## config.mk

```make
export PLATFORM = sky130hd
export DESIGN_NAME = riscv_fetch_unit
export DESIGN_NICKNAME = d
export VERILOG_FILES = /design/src/rtl/riscv_fetch_unit.sv
export SDC_FILE = /design/constraint.sdc
export NUM_CORES = 1
export LEC_CHECK = 0
export ABC_AREA = 1
export CAP_MARGIN = 20
export CELL_PAD_IN_SITES_DETAIL_PLACEMENT = 0
export CELL_PAD_IN_SITES_GLOBAL_PLACEMENT = 1
export CORE_MARGIN = 3
export CORE_UTILIZATION = 33
export CTS_CLUSTER_DIAMETER = 60
export DETAILED_ROUTE_END_ITERATION = 10
export PLACE_DENSITY = 0.83
export SLEW_MARGIN = 10
export SYNTH_ARGS = -nofsm -noshare
export SYNTH_HDL_FRONTEND = slang
export SYNTH_SLANG_ARGS = --single-unit
```

## constraint.sdc

```tcl
create_clock -name clk_i -period 3.15 [get_ports clk_i]
set_input_delay 0.63 -clock clk_i [delete_from_list [all_inputs] [get_ports clk_i]]
set_output_delay 0.63 -clock clk_i [all_outputs]
set_load 0.01 [all_outputs]
```

## src/rtl/riscv_fetch_unit.sv

```systemverilog
// Instruction fetch stage: owns the PC, keeps one instruction-memory read in flight,
// and hands each returned word to decode through a one-entry valid/stall buffer.
module riscv_fetch_unit #(
  parameter logic [31:0] RESET_PC = 32'h0000_0000
) (
  input  logic        clk_i,
  input  logic        rst_i,
  output logic        imem_req_o,
  output logic [31:0] imem_addr_o,
  input  logic        imem_gnt_i,
  input  logic        imem_rvalid_i,
  input  logic [31:0] imem_rdata_i,
  output logic [31:0] fetched_instr_o,
  output logic [31:0] instr_pc_o,
  output logic        instr_valid_o,
  input  logic        stall_i,
  input  logic        redirect_i,
  input  logic [31:0] redirect_pc_i,
  output logic        fetch_misaligned_o
);

  localparam logic [1:0] ST_REQ  = 2'd0;
  localparam logic [1:0] ST_WAIT = 2'd1;
  localparam logic [1:0] ST_HALT = 2'd2;

  logic [1:0]  state_q;
  logic [1:0]  state_d;
  logic [31:0] pc_q;
  logic        kill_q;
  logic        valid_q;
  logic [31:0] instr_q;
  logic [31:0] instr_pc_q;
  logic        misaligned_q;

  logic        consume;
  logic        buffer_free;
  logic        granted;
  logic        resp;
  logic        target_aligned;
  logic        accept_resp;

  assign consume        = valid_q && !stall_i;
  assign buffer_free    = !valid_q || consume;
  assign imem_req_o     = !rst_i && (state_q == ST_REQ) && buffer_free;
  assign granted        = imem_req_o && imem_gnt_i;
  assign resp           = (state_q == ST_WAIT) && imem_rvalid_i;
  assign target_aligned = (redirect_pc_i[1:0] == 2'b00);
  assign accept_resp    = resp && !kill_q && !redirect_i;

  assign imem_addr_o        = pc_q;
  assign fetched_instr_o    = instr_q;
  assign instr_pc_o         = instr_pc_q;
  assign instr_valid_o      = valid_q;
  assign fetch_misaligned_o = misaligned_q;

  // A granted request always runs to its response, so a misaligned redirect only
  // reaches HALT once the outstanding (killed) response has drained.
  always_comb begin
    state_d = state_q;
    case (state_q)
      ST_REQ: begin
        if (granted) begin
          state_d = ST_WAIT;
        end else if (redirect_i && !target_aligned) begin
          state_d = ST_HALT;
        end
      end
      ST_WAIT: begin
        if (resp) begin
          if (redirect_i) begin
            state_d = target_aligned ? ST_REQ : ST_HALT;
          end else begin
            state_d = misaligned_q ? ST_HALT : ST_REQ;
          end
        end
      end
      ST_HALT: begin
        if (redirect_i && target_aligned) begin
          state_d = ST_REQ;
        end
      end
      default: state_d = ST_REQ;
    endcase
  end

  always_ff @(posedge clk_i) begin
    if (rst_i) begin
      kill_q <= 1'b0;
    end else if (state_q == ST_WAIT) begin
      if (imem_rvalid_i) begin
        kill_q <= 1'b0;
      end else if (redirect_i) begin
        kill_q <= 1'b1;
      end
    end else if (granted && redirect_i) begin
      kill_q <= 1'b1;
    end
  end

  // Redirect outranks both a returning response and a consume in the same cycle.
  always_ff @(posedge clk_i) begin
    if (rst_i) begin
      state_q      <= ST_REQ;
      pc_q         <= RESET_PC;
      valid_q      <= 1'b0;
      instr_q      <= 32'h0;
      instr_pc_q   <= 32'h0;
      misaligned_q <= 1'b0;
    end else begin
      state_q <= state_d;
      if (redirect_i) begin
        valid_q <= 1'b0;
        if (target_aligned) begin
          pc_q         <= redirect_pc_i;
          misaligned_q <= 1'b0;
        end else begin
          misaligned_q <= 1'b1;
        end
      end else if (accept_resp) begin
        instr_q    <= imem_rdata_i;
        instr_pc_q <= pc_q;
        pc_q       <= pc_q + 32'd4;
        valid_q    <= 1'b1;
      end else if (consume) begin
        valid_q <= 1'b0;
      end
    end
  end

endmodule
```

# Yosys cells after proc, flatten, opt, wreduce, memory -nomap -nowiden
# Cells that the tools add are included.
# classes
add_sub_neg	1
n_mul	0
div_mod_pow	0
magnitude_cmp	0
eq_ne	7
shift	0
n_mux	18
n_bitwise	1
n_reduce_logical	27
# ops
cell	n
32-bit two-way mux	3
32-bit by 3-bit adder with 32-bit output, second input constant	1
2-bit two-way mux	7
1-bit logical AND	10
1-bit two-way mux	7
1-bit logical NOT	6
2-bit case mux with 3 select lines	1
2-bit AND reduction	3
2-bit nonzero test	3
2-bit logical NOT	2
2-bit inequality test, second input constant	2
3-bit by 2-bit inequality test with 1-bit output, second input constant	1
3-bit inequality test, second input constant	1
3-bit AND reduction	1
2-bit by 1-bit equality test with 1-bit output, second input constant	1
2-bit equality test, second input constant	1
2-bit by 1-bit inequality test with 1-bit output, second input constant	1
2-bit OR reduction	1
1-bit logical OR	1
1-bit NOT	1
# totals
reg_bits	101
latch_bits	0
ram_bits	0
mem_bits_ro	0
in_bits	70
output_inout_bits	99
word_cells	61
mem_count	0

# Longest topological paths before layout
# depth
depth_word	8
depth_mapped	11

# Worst setup path after synthesis
# Ideal clock, no wire load.
# synth_timing
kind	input to output
start	input rst_i
end	output imem_req_o
arrival_time_ns	1.003
path_slack_ns	1.517
stages	2
n_path_buf	1
path_cell_list	clkbuf_1 nor2_1
# synth_via
elab_chain_cells	3
# synth_rtl
item	line_no	text
start: declaration	7	input logic rst_i,
1-bit logical NOT	44	assign imem_req_o = !rst_i && (state_q == ST_REQ) && buffer_free;
1-bit logical AND (2 in series)	44	
end: declaration	8	output logic imem_req_o,
# Every way passes these cells.

# Worst setup path in the final report
# layout_timing
start	input stall_i
end	output imem_req_o
# layout_via
elab_chain_cells	4
# layout_rtl
item	line_no	text
start: declaration	16	input logic stall_i,
1-bit logical NOT	42	assign consume = valid_q && !stall_i;
1-bit logical AND	42	
1-bit logical OR	43	assign buffer_free = !valid_q || consume;
1-bit logical AND	44	
# Every way passes these cells.

==> impl.org <==
** Power and ir drop
- The analysis attributes to cell leakage a power of 0.00222 uW.
- VDD sags by at most approximately 0.00023 V.
- Power Dens Cells :: 403 nW/um^2

** Synth
- Avg Inst Size Synth :: 6.62 um^2
- The synthesized netlist devotes ~14% of its cell area to compound gates.
- The most used flip-flop cell after synthesis is sky130_fd_sc_hd__dfxtp_1.
- By area, the combinational part of the netlist is dominated by simple AND/OR/NAND/NOR gates.
- Net count after synthesis :: 794
- The Yosys step of the flow raised 0 warnings.
- The synthesized design contains 101 register bits.
- The share of synthesized area in the top cell type comes to between 40 and 50%.
- The number of different library cells used by synthesis comes to 27.
- The synthesized netlist devotes 0% of its cell area to XOR and XNOR gates.
- Leading post-synthesis cells by instance count :: sky130_fd_sc_hd__nand2_1, sky130_fd_sc_hd__dfxtp_1, sky130_fd_sc_hd__a21oi_1
- Simple logic cell fraction of the synthesized area :: 35.9%
- Ranking of synthesized cells by area :: sky130_fd_sc_hd__dfxtp_1, sky130_fd_sc_hd__nand2_1, sky130_fd_sc_hd__a21oi_1, sky130_fd_sc_hd__nand3_1, sky130_fd_sc_hd__nor2_1
- Summing every instance area after synthesis gives between 4000 and 5000 um^2.
- Of all flip-flops after synthesis, the portion carrying an async set or reset was 0%.
- Dominant cell type by area after synthesis :: sky130_fd_sc_hd__dfxtp_1
- Share of synthesized area spent on multiplexers :: 0%
- Share of synthesized cell area in full adder, half adder and majority cells :: 0.261%
- Register area share after synthesis :: 42.2%
- Number of standard cells after synthesis :: 723
- Number of flops mapped to enable cells by yosys :: 0
- sky130_fd_sc_hd__nand2_1 is the most common cell in the netlist.

** Clock tree
- Buffers inserted during clock tree synthesis total 9.
- Max clock buf depth :: 2
- The number of setup buffers added after CTS is 0.
- CTS Hold Buffers Added :: 0
- Clock-pin slew was measured on the worst setup and hold paths at 0.07 ns.
- Root buffer cell :: sky130_fd_sc_hd__clkbuf_16
- CTS saw 101 sinks.
- TritonCTS built the clock tree.
- Once the clock tree was built, the resizer swapped 0 gates to a different size.
- Insertion delay to the later sink of the worst-skew pair :: 0.35 ns
- CTS built an H-tree with a depth of 3.

** Setup path
- Capturing element type of the critical path :: primary output
- Crit Path Max Fanout :: 2
- On the critical path, the stage with the largest delay is an instance of sky130_fd_sc_hd__clkdlybuf4s50_1.
- Tracing the worst setup path back leads to its startpoint at stall_i.
- The critical path is of the input port to primary output type.
- For the worst setup path, the data required time is 2.52 ns.
- Data arrival time of the critical path :: 1.81 ns
- The signal on the critical path passes through clkdlybuf4s50_1 -> nand2_1 -> nand2_1 -> nor2_1 -> clkdlybuf4s50_1.
- Among cell families on the critical path, the largest total delay comes from buffers and inverters.
- Together, buffers and inverters on the worst path number 2.
- In this design, the stage delay of the slowest critical-path cell is 0.54 ns.
- Setup slack on the worst reg-to-reg path comes out at 1.33 ns.
- Origin of the critical flop-to-flop path :: imem_addr_o[2]$_SDFFE_PP0P_
- Crit path launch type :: input port

** Die
- 169 I/O pins were placed.
- Initial standard-cell utilization of the core :: between 30% and 40%
- From left edge to right edge, the die measures 126 um.
- Area of the core :: 14000 um^2
- Height of the chip :: 126 um
- Row generation in the floorplan step produced 43 rows.
- The die covers 16000 um^2.

** Detailed routing
- Antenna viol nets, final :: 0
- Routed len/inst :: 14.2 um
- DRC errors left :: 0
- Total via count after detailed routing :: 5156
- After the first detailed-routing iteration, the DRC count stood at 290.
- Using the TritonRoute via totals, the vias-per-cell ratio works out to between 4 and 5.
- For this run, the detailed router's first-pass iteration total came to 5.
- After detailed routing, the total wire length is around 15 mm.

** Final layout
- Post-layout nets :: roughly 930
- Area used by multi-input combinational logic :: about 2400 um^2
- Growth of design area from synthesis to finish :: 42.4%
- The repair_antennas step left the layout with diodes totalling 0.
- The finished cells cover between 6000 and 7000 um^2.
- Across the whole layout, storage elements account for 2020 um^2.
- Cells with a size suffix above 1 make up under 10% of the layout.
- Counting the fill cells in the layout gives 1392.
- For this run, the share of the core covered by cells in the final layout is slightly below 50%.

** Run
- Number of violations of the max-capacitance limit :: 0

** Timing
- Setup violations remaining at the end of the flow were counted as 0.
- Final worst path period need :: 2.44 ns
- Number of failing hold endpoints at the final stage :: 0
- For the pin with the worst max-slew slack, the measured transition is 0.976 ns.
- Headroom to the max-slew limit came out at 35.0%.
- Setup Skew :: 0.00780 ns
- Setup repair after global routing left no endpoint under its margin.
- Based on the critical path, the design can be clocked at up to 0.409 GHz.
- Dividing the final minimum period by the clock period gives between 70% and 80%.
- Setup TNS after final layout :: 0 ns
- Final count of pins violating max slew :: 0

** Outcome
- Status :: complete, no violations

** GRT
- Pin count of the biggest net entering global routing :: between 100 and 150
- Via count of the first global-routing pass :: 4662
- Global routing used 18.1% of the available tracks across all layers.
- After global routing the overflow that remains totals 0.
- The initial antenna violation count came to 0.
- The first global-routing pass estimated roughly 24 mm of wire.

** Placement
- Buffers placed on the I/O ports in this run total 168.
- Summing all placed instances gives a cell area of 6530 um^2.
- The congestion estimate from routability-driven global placement came to 0.837.
- The HPWL after detailed placement is 10.3 mm.

** Worst hold path
- Type of the most critical hold path :: flip-flop to flip-flop
- Beginning of the worst hold path :: fetched_instr_o[19]$_SDFFE_PP0P_
==> state kept, by name, summed over array words and instances, names as in the netlist <==
| signal | cells |
|---|---|
| imem_addr_o | 32 |
| fetch_misaligned_o | 1 |
| state_q | 2 |
| instr_valid_o | 1 |
| kill_q | 1 |
| fetched_instr_o | 32 |
| instr_pc_o | 32 |
==> worst register-to-register path, delay by kind of cell (launching register included) <==
family	cells	cell delay, ns
simple gates	8	0.96
flops	1	0.45
fa+ha+maj	1	0.21
compound gates	1	0.05
==> metal layers <==
metal	up-vias	track usage, %	wire length, um
met4	0	5.93	152
li1	2641	-	-
met3	11	3.45	947
met2	155	29.0	7010
met1	2349	24.5	6790
met5	-	0	0
==> where the power goes <==
group | leakage (uW) | internal, uW | switching (uW)
Combinational | 0.00127 | 161 | 160
Clock | 0.000140 | 556 | 534
Sequential | 0.000816 | 1300 | 36.3
==> cells in the final DEF, fill, tap and decap left out <==
| cell | count |
|---|---|
| sky130_fd_sc_hd__nand2_1 | 218 |
| sky130_fd_sc_hd__clkdlybuf4s50_1 | 167 |
| sky130_fd_sc_hd__dfxtp_1 | 101 |
| sky130_fd_sc_hd__a21oi_1 | 97 |
| sky130_fd_sc_hd__nand3_1 | 95 |
| sky130_fd_sc_hd__nor2_1 | 69 |
| sky130_fd_sc_hd__inv_1 | 33 |
| sky130_fd_sc_hd__o21ai_0 | 31 |
| sky130_fd_sc_hd__clkbuf_16 | 9 |
| sky130_fd_sc_hd__nor2_2 | 5 |
| sky130_fd_sc_hd__inv_6 | 5 |
| sky130_fd_sc_hd__buf_4 | 5 |
| sky130_fd_sc_hd__nor2_4 | 4 |
| sky130_fd_sc_hd__nor3_1 | 4 |
| sky130_fd_sc_hd__o21ai_1 | 4 |
| sky130_fd_sc_hd__nand2_2 | 2 |
| sky130_fd_sc_hd__or2_2 | 2 |
| sky130_fd_sc_hd__nand4_1 | 2 |
| sky130_fd_sc_hd__and2_1 | 2 |
| sky130_fd_sc_hd__a31oi_1 | 2 |
| sky130_fd_sc_hd__clkinv_2 | 1 |
| sky130_fd_sc_hd__nand2_4 | 1 |
| sky130_fd_sc_hd__inv_4 | 1 |
| sky130_fd_sc_hd__or2_0 | 1 |
| sky130_fd_sc_hd__or2_1 | 1 |
| sky130_fd_sc_hd__a211oi_1 | 1 |
| sky130_fd_sc_hd__ha_1 | 1 |
| sky130_fd_sc_hd__inv_8 | 1 |
| sky130_fd_sc_hd__clkinvlp_4 | 1 |
| sky130_fd_sc_hd__buf_2 | 1 |
| sky130_fd_sc_hd__buf_12 | 1 |
==> layout make-up <==
cell class	count	share of cell area (%)
Multi-Input combinational cell	542	35.4
Inverter	35	1.98
Clock inverter	7	0.917
Sequential cell	101	29.6
Timing Repair Buffer	174	25.4
Tap cell	180	3.30
Clock buffer	9	3.30
==> metrics by stage <==
step / total power (uW) / worst slack [ns] / instances / hold slack [ns]
floorplan: 1520 / 1.52 / 723 / 0.482
global placement: 1690 / 0.698 / 1032 / 0.447
detailed placement: 1690 / 0.698 / 1032 / 0.452
CTS: 2790 / 0.697 / 1048 / 0.464
global route: 2890 / 0.611 / 1048 / 0.473
finish: 2750 / 0.706 / 1048 / 0.460
==> cell families after synthesis <==
logic type	Yosys count
adders and majority gates	1
and+or+nand+nor	406
buffers and inverters	80
AOI/OAI and AO/OA	135
DFF	101
==> path summary, 6_finish.rpt <==
kind	end	cells past startpoint
setup / recovery	imem_req_o	5
hold / removal	fetched_instr_o[19]$_SDFFE_PP0P_	2
setup reg to reg	imem_addr_o[24]$_SDFFE_PP0P_	10
hold reg to reg	fetched_instr_o[19]$_SDFFE_PP0P_	2
No activity file was read; power rests on OpenSTA's default activity.
